`config.mk`:
```
export PLATFORM = sky130hd
export DESIGN_NAME = approx_mac_acc_flat
export DESIGN_NICKNAME = d
export VERILOG_FILES = /design/src/rtl/approx_mac_pkg.sv /design/src/rtl/approx_mac_acc_if.sv /design/src/rtl/approx_mac_acc_sat_add.sv /design/src/rtl/approx_mac_acc.sv /design/src/flat_wrapper.sv
export SDC_FILE = /design/constraint.sdc
export NUM_CORES = 1
export LEC_CHECK = 0
export CORE_UTILIZATION = 45
export CTS_BUF_LIST = sky130_fd_sc_hd__clkbuf_16
export DETAILED_ROUTE_END_ITERATION = 10
export PLACE_DENSITY = 0.67
export SYNTH_ARGS = -nofsm -noshare
export SYNTH_HDL_FRONTEND = slang
export SYNTH_HIERARCHICAL = 1
export SYNTH_SLANG_ARGS = --single-unit
export TNS_END_PERCENT = 100
```
`constraint.sdc`:
```
create_clock -name clk -period 3.8 [get_ports clk]
set_clock_uncertainty 0.1 [all_clocks]
set_input_delay 0.57 -clock clk [delete_from_list [all_inputs] [get_ports clk]]
set_output_delay 0.57 -clock clk [all_outputs]
set_load 0.01 [all_outputs]
```
`src/rtl/approx_mac_pkg.sv`:
```
// Shared definitions for the approximate-multiplier MAC accumulator:
// FSM state encoding, default sizing and the multiplier product width.
package approx_mac_pkg;

  // Product width delivered by the upstream 8x8 approximate multiplier.
  localparam int PROD_W        = 16;

  // Default sizing of the accumulator datapath.
  localparam int ACC_W_DEF     = 24;
  localparam int CNT_W_DEF     = 8;
  localparam int MAX_TERMS_DEF = 255;

  // Controller states.
  typedef enum logic [1:0] {
    ST_IDLE = 2'd0,
    ST_ACC  = 2'd1,
    ST_DONE = 2'd2
  } state_e;

endpackage : approx_mac_pkg

```
`src/rtl/approx_mac_acc_if.sv`:
```
// Product-in / result-out handshake bundle of the MAC accumulator.
// master = producer of beats and consumer of results; slave = the accumulator.
interface approx_mac_acc_if #(
  parameter int ACC_W = approx_mac_pkg::ACC_W_DEF,
  parameter int CNT_W = approx_mac_pkg::CNT_W_DEF
);
  import approx_mac_pkg::*;

  logic              in_valid;
  logic              in_ready;
  logic [PROD_W-1:0] in_prod;
  logic              in_last;

  logic              out_valid;
  logic              out_ready;
  logic [ACC_W-1:0]  out_sum;
  logic [CNT_W-1:0]  out_count;
  logic              out_sat;
  logic              out_trunc;

  modport master (
    output in_valid, in_prod, in_last, out_ready,
    input  in_ready, out_valid, out_sum, out_count, out_sat, out_trunc
  );

  modport slave (
    input  in_valid, in_prod, in_last, out_ready,
    output in_ready, out_valid, out_sum, out_count, out_sat, out_trunc
  );

endinterface : approx_mac_acc_if

```
`src/rtl/approx_mac_acc_sat_add.sv`:
```
// Combinational ACC_W-bit saturating adder: accumulator plus a zero-extended
// PROD_W-bit product. ovf_o flags that the true sum did not fit and the
// result was clamped to all ones.
module acc_sat_add
  import approx_mac_pkg::*;
#(
  parameter int ACC_W = ACC_W_DEF
) (
  input  logic [ACC_W-1:0]  acc_i,
  input  logic [PROD_W-1:0] opnd_i,
  output logic [ACC_W-1:0]  sum_o,
  output logic              ovf_o
);

  // One extra bit holds the carry out of the unsigned addition.
  logic [ACC_W:0] full_s;

  // Add with carry, then clamp to the largest representable value on carry out.
  always_comb begin
    full_s = {1'b0, acc_i} + {{(ACC_W + 1 - PROD_W){1'b0}}, opnd_i};
    if (full_s[ACC_W]) begin
      sum_o = {ACC_W{1'b1}};
      ovf_o = 1'b1;
    end else begin
      sum_o = full_s[ACC_W-1:0];
      ovf_o = 1'b0;
    end
  end

endmodule : acc_sat_add

```
`src/rtl/approx_mac_acc.sv`:
```
// Streaming saturating dot-product accumulator. Sums one 16-bit product per
// accepted beat until in_last or the term limit, then presents the result
// (sum, term count, saturation and truncation flags) on a valid/ready port.
// At least one bubble cycle separates vectors because the DONE state never
// accepts input.
module approx_mac_acc
  import approx_mac_pkg::*;
#(
  parameter int ACC_W     = ACC_W_DEF,
  parameter int CNT_W     = CNT_W_DEF,
  parameter int MAX_TERMS = MAX_TERMS_DEF
) (
  input  logic             clk,
  input  logic             rst,
  approx_mac_acc_if.slave  bus
);

  state_e           state_q;
  logic [ACC_W-1:0] acc_q;
  logic [CNT_W-1:0] cnt_q;
  logic             sat_q;

  logic             out_valid_q;
  logic [ACC_W-1:0] out_sum_q;
  logic [CNT_W-1:0] out_count_q;
  logic             out_sat_q;
  logic             out_trunc_q;

  logic [ACC_W-1:0] acc_d;
  logic [CNT_W-1:0] cnt_d;
  logic             sat_d;
  logic             ovf_s;
  logic             accept_s;
  logic             end_s;

  // Saturating add of the incoming product onto the running sum.
  acc_sat_add #(
    .ACC_W (ACC_W)
  ) u_sat_add (
    .acc_i  (acc_q),
    .opnd_i (bus.in_prod),
    .sum_o  (acc_d),
    .ovf_o  (ovf_s)
  );

  // Beat acceptance and the end-of-vector decision for the current beat.
  always_comb begin
    accept_s = (state_q == ST_ACC) && bus.in_valid;
    cnt_d    = cnt_q + {{(CNT_W-1){1'b0}}, 1'b1};
    sat_d    = sat_q | ovf_s;
    end_s    = accept_s && (bus.in_last || (cnt_d == CNT_W'(MAX_TERMS)));
  end

  // Controller FSM with accumulator, counter, sticky flag and result registers.
  always_ff @(posedge clk or posedge rst) begin
    if (rst) begin
      state_q     <= ST_IDLE;
      acc_q       <= {ACC_W{1'b0}};
      cnt_q       <= {CNT_W{1'b0}};
      sat_q       <= 1'b0;
      out_valid_q <= 1'b0;
      out_sum_q   <= {ACC_W{1'b0}};
      out_count_q <= {CNT_W{1'b0}};
      out_sat_q   <= 1'b0;
      out_trunc_q <= 1'b0;
    end else begin
      case (state_q)
        ST_IDLE: begin
          state_q <= ST_ACC;
        end
        ST_ACC: begin
          if (end_s) begin
            // Publish the result including this beat and start a fresh vector.
            out_sum_q   <= acc_d;
            out_count_q <= cnt_d;
            out_sat_q   <= sat_d;
            out_trunc_q <= ~bus.in_last;
            out_valid_q <= 1'b1;
            acc_q       <= {ACC_W{1'b0}};
            cnt_q       <= {CNT_W{1'b0}};
            sat_q       <= 1'b0;
            state_q     <= ST_DONE;
          end else if (accept_s) begin
            acc_q <= acc_d;
            cnt_q <= cnt_d;
            sat_q <= sat_d;
          end else begin
            acc_q <= acc_q;
          end
        end
        ST_DONE: begin
          // Result fields stay as they are after the handshake; only valid drops.
          if (bus.out_ready) begin
            out_valid_q <= 1'b0;
            state_q     <= ST_ACC;
          end else begin
            out_valid_q <= 1'b1;
          end
        end
        default: begin
          out_valid_q <= 1'b0;
          state_q     <= ST_IDLE;
        end
      endcase
    end
  end

  assign bus.in_ready  = (state_q == ST_ACC);
  assign bus.out_valid = out_valid_q;
  assign bus.out_sum   = out_sum_q;
  assign bus.out_count = out_count_q;
  assign bus.out_sat   = out_sat_q;
  assign bus.out_trunc = out_trunc_q;

endmodule : approx_mac_acc

```
`src/flat_wrapper.sv`:
```
// flat-port wrapper written by rule: the top's interface ports become plain ports
module approx_mac_acc_flat import approx_mac_pkg::*;
#(
  parameter int ACC_W     = ACC_W_DEF,
  parameter int CNT_W     = CNT_W_DEF,
  parameter int MAX_TERMS = MAX_TERMS_DEF
)
  (clk, rst, bus_in_valid, bus_in_prod, bus_in_last, bus_out_ready, bus_in_ready, bus_out_valid, bus_out_sum, bus_out_count, bus_out_sat, bus_out_trunc);
  approx_mac_acc_if #(.ACC_W(ACC_W), .CNT_W(CNT_W)) bus_i ();
  input  logic clk;
  input  logic rst;
  input wire logic [$bits(bus_i.in_valid)-1:0] bus_in_valid;
  input wire logic [$bits(bus_i.in_prod)-1:0] bus_in_prod;
  input wire logic [$bits(bus_i.in_last)-1:0] bus_in_last;
  input wire logic [$bits(bus_i.out_ready)-1:0] bus_out_ready;
  output wire logic [$bits(bus_i.in_ready)-1:0] bus_in_ready;
  output wire logic [$bits(bus_i.out_valid)-1:0] bus_out_valid;
  output wire logic [$bits(bus_i.out_sum)-1:0] bus_out_sum;
  output wire logic [$bits(bus_i.out_count)-1:0] bus_out_count;
  output wire logic [$bits(bus_i.out_sat)-1:0] bus_out_sat;
  output wire logic [$bits(bus_i.out_trunc)-1:0] bus_out_trunc;
  assign bus_i.in_valid = bus_in_valid;
  assign bus_i.in_prod = bus_in_prod;
  assign bus_i.in_last = bus_in_last;
  assign bus_i.out_ready = bus_out_ready;
  assign bus_in_ready = bus_i.in_ready;
  assign bus_out_valid = bus_i.out_valid;
  assign bus_out_sum = bus_i.out_sum;
  assign bus_out_count = bus_i.out_count;
  assign bus_out_sat = bus_i.out_sat;
  assign bus_out_trunc = bus_i.out_trunc;
  approx_mac_acc #(.ACC_W(ACC_W), .CNT_W(CNT_W), .MAX_TERMS(MAX_TERMS)) u_core (.clk(clk), .rst(rst), .bus(bus_i));
endmodule
```
==> metrics.txt <==
status finished clean; Synth cell types between 60 and 70; Pleak 2.43 nW; cell with the most instances after synthesis dfrtp_1; ys flop type dfrtp_1; clock buffer depth 2; synthesized cell area 4450 um^2; Syn Inst Count 417; routed wire length ~10 mm; TritonCTS Sinks 70; Crit Path Max Fanout 7; vias 3,461; Comb pwr share 0.487; area fraction in compound gates after synthesis 0.218; initial antenna violation count 0; CTS tree done; PostCTS Resize Cnt 0; hpwl dp just over 7 mm; routed vias/inst 5.73; Chip Height roughly 100 um; CP Capture Type flip-flop; I/O Buffers 56; Slew Limit Headroom 0.389; Post-Synth XOR/XNOR Area 0.0476; share of cells above drive strength 1 0.147; Ys Warns 6; Slew @ Worst Pin 0.910 ns; CP startpoint kind primary input; Sw Ratio 0.374; Syn Nets 461; Clock transition at path regs 0.07 ns; top cells by area, synth dfrtp_1, mux2_4, ha_1, a22o_1, nand2_1; Simple-Gate Fraction of Synth Area 0.122; ANT nets after route 0; Final Net Count a little over 500; Skew-Pair Late Insertion Delay between 0.3 and 0.4 ns; area share of fa/ha/maj cells after synthesis 0.0664; post-synth top area share 0.394; worst path cell trace clkdlybuf4s50_1 > ha_1 > fa_1 > nand3_1 > a211oi_2 > o21ai_2 > a31oi_4 > o21bai_2 > buf_4 > inv_1 > o32a_1; Pint between 2 and 2.5 mW; largest net degree at the start of global routing approximately 70; CP max stage cell fa_1; sw power around 1.5 mW; setup_tns 0 ns; Async S/R FF share, synth 1.00; die width approximately 100 um; first-pass GRT wire length 17.6 mm; achievable frequency 318 MHz; Worst Path Required roughly 3.9 ns; Hold Buf Count CTS 0; ANT cells 0; DRC Markers 0; endpoints failing setup 0; I/O pin count 57; mux cell area share after synthesis 0.111; vias in the first global route between 3,000 and 4,000; clock share of power 0.218; Root Buffer clkbuf_16; Pre-antenna DRT Iters 4; Core Region between 9000 and 10,000 um^2; Die ar. slightly above 10,000 um^2; final hold viol count 0; peak per-stage delay on the critical path 0.43 ns; wire per inst ~17 um; routability cong. just over 0.9; Max Transition Viols Final 0; synthesized area per cell roughly 11 um^2; DRT iter0 DRCs approximately 170; Yosys reg bits 70; # H-tree levels 3; largest family of logic cells by synthesized area compound AO/OA/AOI/OAI gates; GRT Util Overall 0.221; EDFF count, synth 0; Buf+Inv Stages, Crit Path 3; Initial Util 0.472; Crit Path Class primary input to flip-flop; IR drop worst, VDD approximately 300 uV; Core Rows 35; GR Overflow Total 0; worst path arrival time between 3 and 4 ns; Post-synth top cells dfrtp_1, nand2_1, mux2_4, a22o_1, a21oi_1; Area Overhead vs Synth 21.8%; max cap viols 0; total design power 3.92 mW; area leader, netlist dfrtp_1; unrepaired setup endpoints after global routing false; CTS Buf Count 9; crit-path leading delay family compound AO/OA/AOI/OAI gates; crit path time final roughly 3.1 ns; worst hold path type flip-flop to flip-flop; crit share post-route 0.828; sequential power share 0.296; Pwr Density about 720 nW/um^2; postcts setup bufs 0; sequential-to-total area share from yosys stat 0.394
## layer usage
metal  routed length, um  up-vias  global-route usage  part of all wire
met2                4880       81               0.346              0.47
li1                    -     1652                   -                 -
met4                  74        0              0.0546            0.0071
met5                   0        -                   0                 0
met3                 416        5              0.0524             0.040
met1                5090     1723               0.309              0.49
## state kept, by name, indices dropped and copies added (netlist names)
name	flops
u_core/acc_q	24
u_core/bus.out_sum	24
u_core/bus.out_count	8
u_core/cnt_q	8
u_core/state_q	2
u_core/bus.out_sat	1
u_core/bus.out_trunc	1
u_core/bus.out_valid	1
u_core/sat_q	1
## cell families (layout without fill, tap and decap cells)
family | count (synthesis) | in the layout
buffers and inverters | 34 | 92
and+or+nand+nor | 111 | 111
adders and majority gates | 23 | 23
xor gates and xnor gates | 22 | 22
AOI/OAI and AO/OA | 123 | 123
muxes | 34 | 34
DFF | 70 | 70
## cell usage in the layout, fill, tap and decap left out, types with 7 or more instances in the layout
cell type and count:
mux2_4 30, o211ai_1 7, o21ai_0 10, nand3_1 10, nand4_1 7, dfrtp_1 70, nand2_1 42, clkbuf_16 9
a22o_1 27, clkdlybuf4s50_1 56, nor3_1 11, inv_1 12, xnor2_1 15, ha_1 22, a21oi_1 24, nor2_1 14
o21a_1 10
## power by group through the flow
stage / clock, mW / combinational [mW] / sequential [mW]
floorplan: 0 / 1.30 / 1.18
global placement: 0 / 1.86 / 1.16
detailed placement: 0 / 1.89 / 1.17
CTS: 0.869 / 1.91 / 1.16
global route: 0.904 / 2.10 / 1.20
finish: 0.854 / 1.91 / 1.16
## path summary, 6_finish.rpt
check	slack (ns)	to	depth (start not counted)	from
worst max-delay path	0.65	u_core/bus.out_sat	11	bus_in_prod[0]
worst min-delay path	0.39	u_core/bus.out_trunc	1	u_core/bus.out_trunc
worst max register to register	0.90	u_core/bus.out_sat	10	u_core/acc_q[0]
worst min register to register	0.39	u_core/bus.out_trunc	1	u_core/bus.out_trunc
max in group asynchronous	2.76	u_core/acc_q[15]	3	rst
min in group asynchronous	0.52	u_core/bus.out_count[6]	3	rst
## stage by stage
stage	hold WS (ns)	instance area [um^2]	util	worst slack [ns]	cells
global route	0.411	5420	0.575	0.520	604
CTS	0.399	5420	0.575	0.679	604
detailed placement	0.384	5120	0.544	0.351	588
finish	0.394	5420	0.575	0.654	604
global placement	0.380	5120	0.544	0.357	588
floorplan	0.380	4450	-	0.964	417
## layout make-up
class,instances,area (um^2)
Multi-Input combinational cell,313,2510
Timing Repair Buffer,64,646
Clock inverter,7,73.8
Sequential cell,70,1750
Clock buffer,9,225
Tap cell,129,161
Inverter,12,45.0
Fill cell,793,4000
Note: power is estimated with default switching activity, not from simulation.
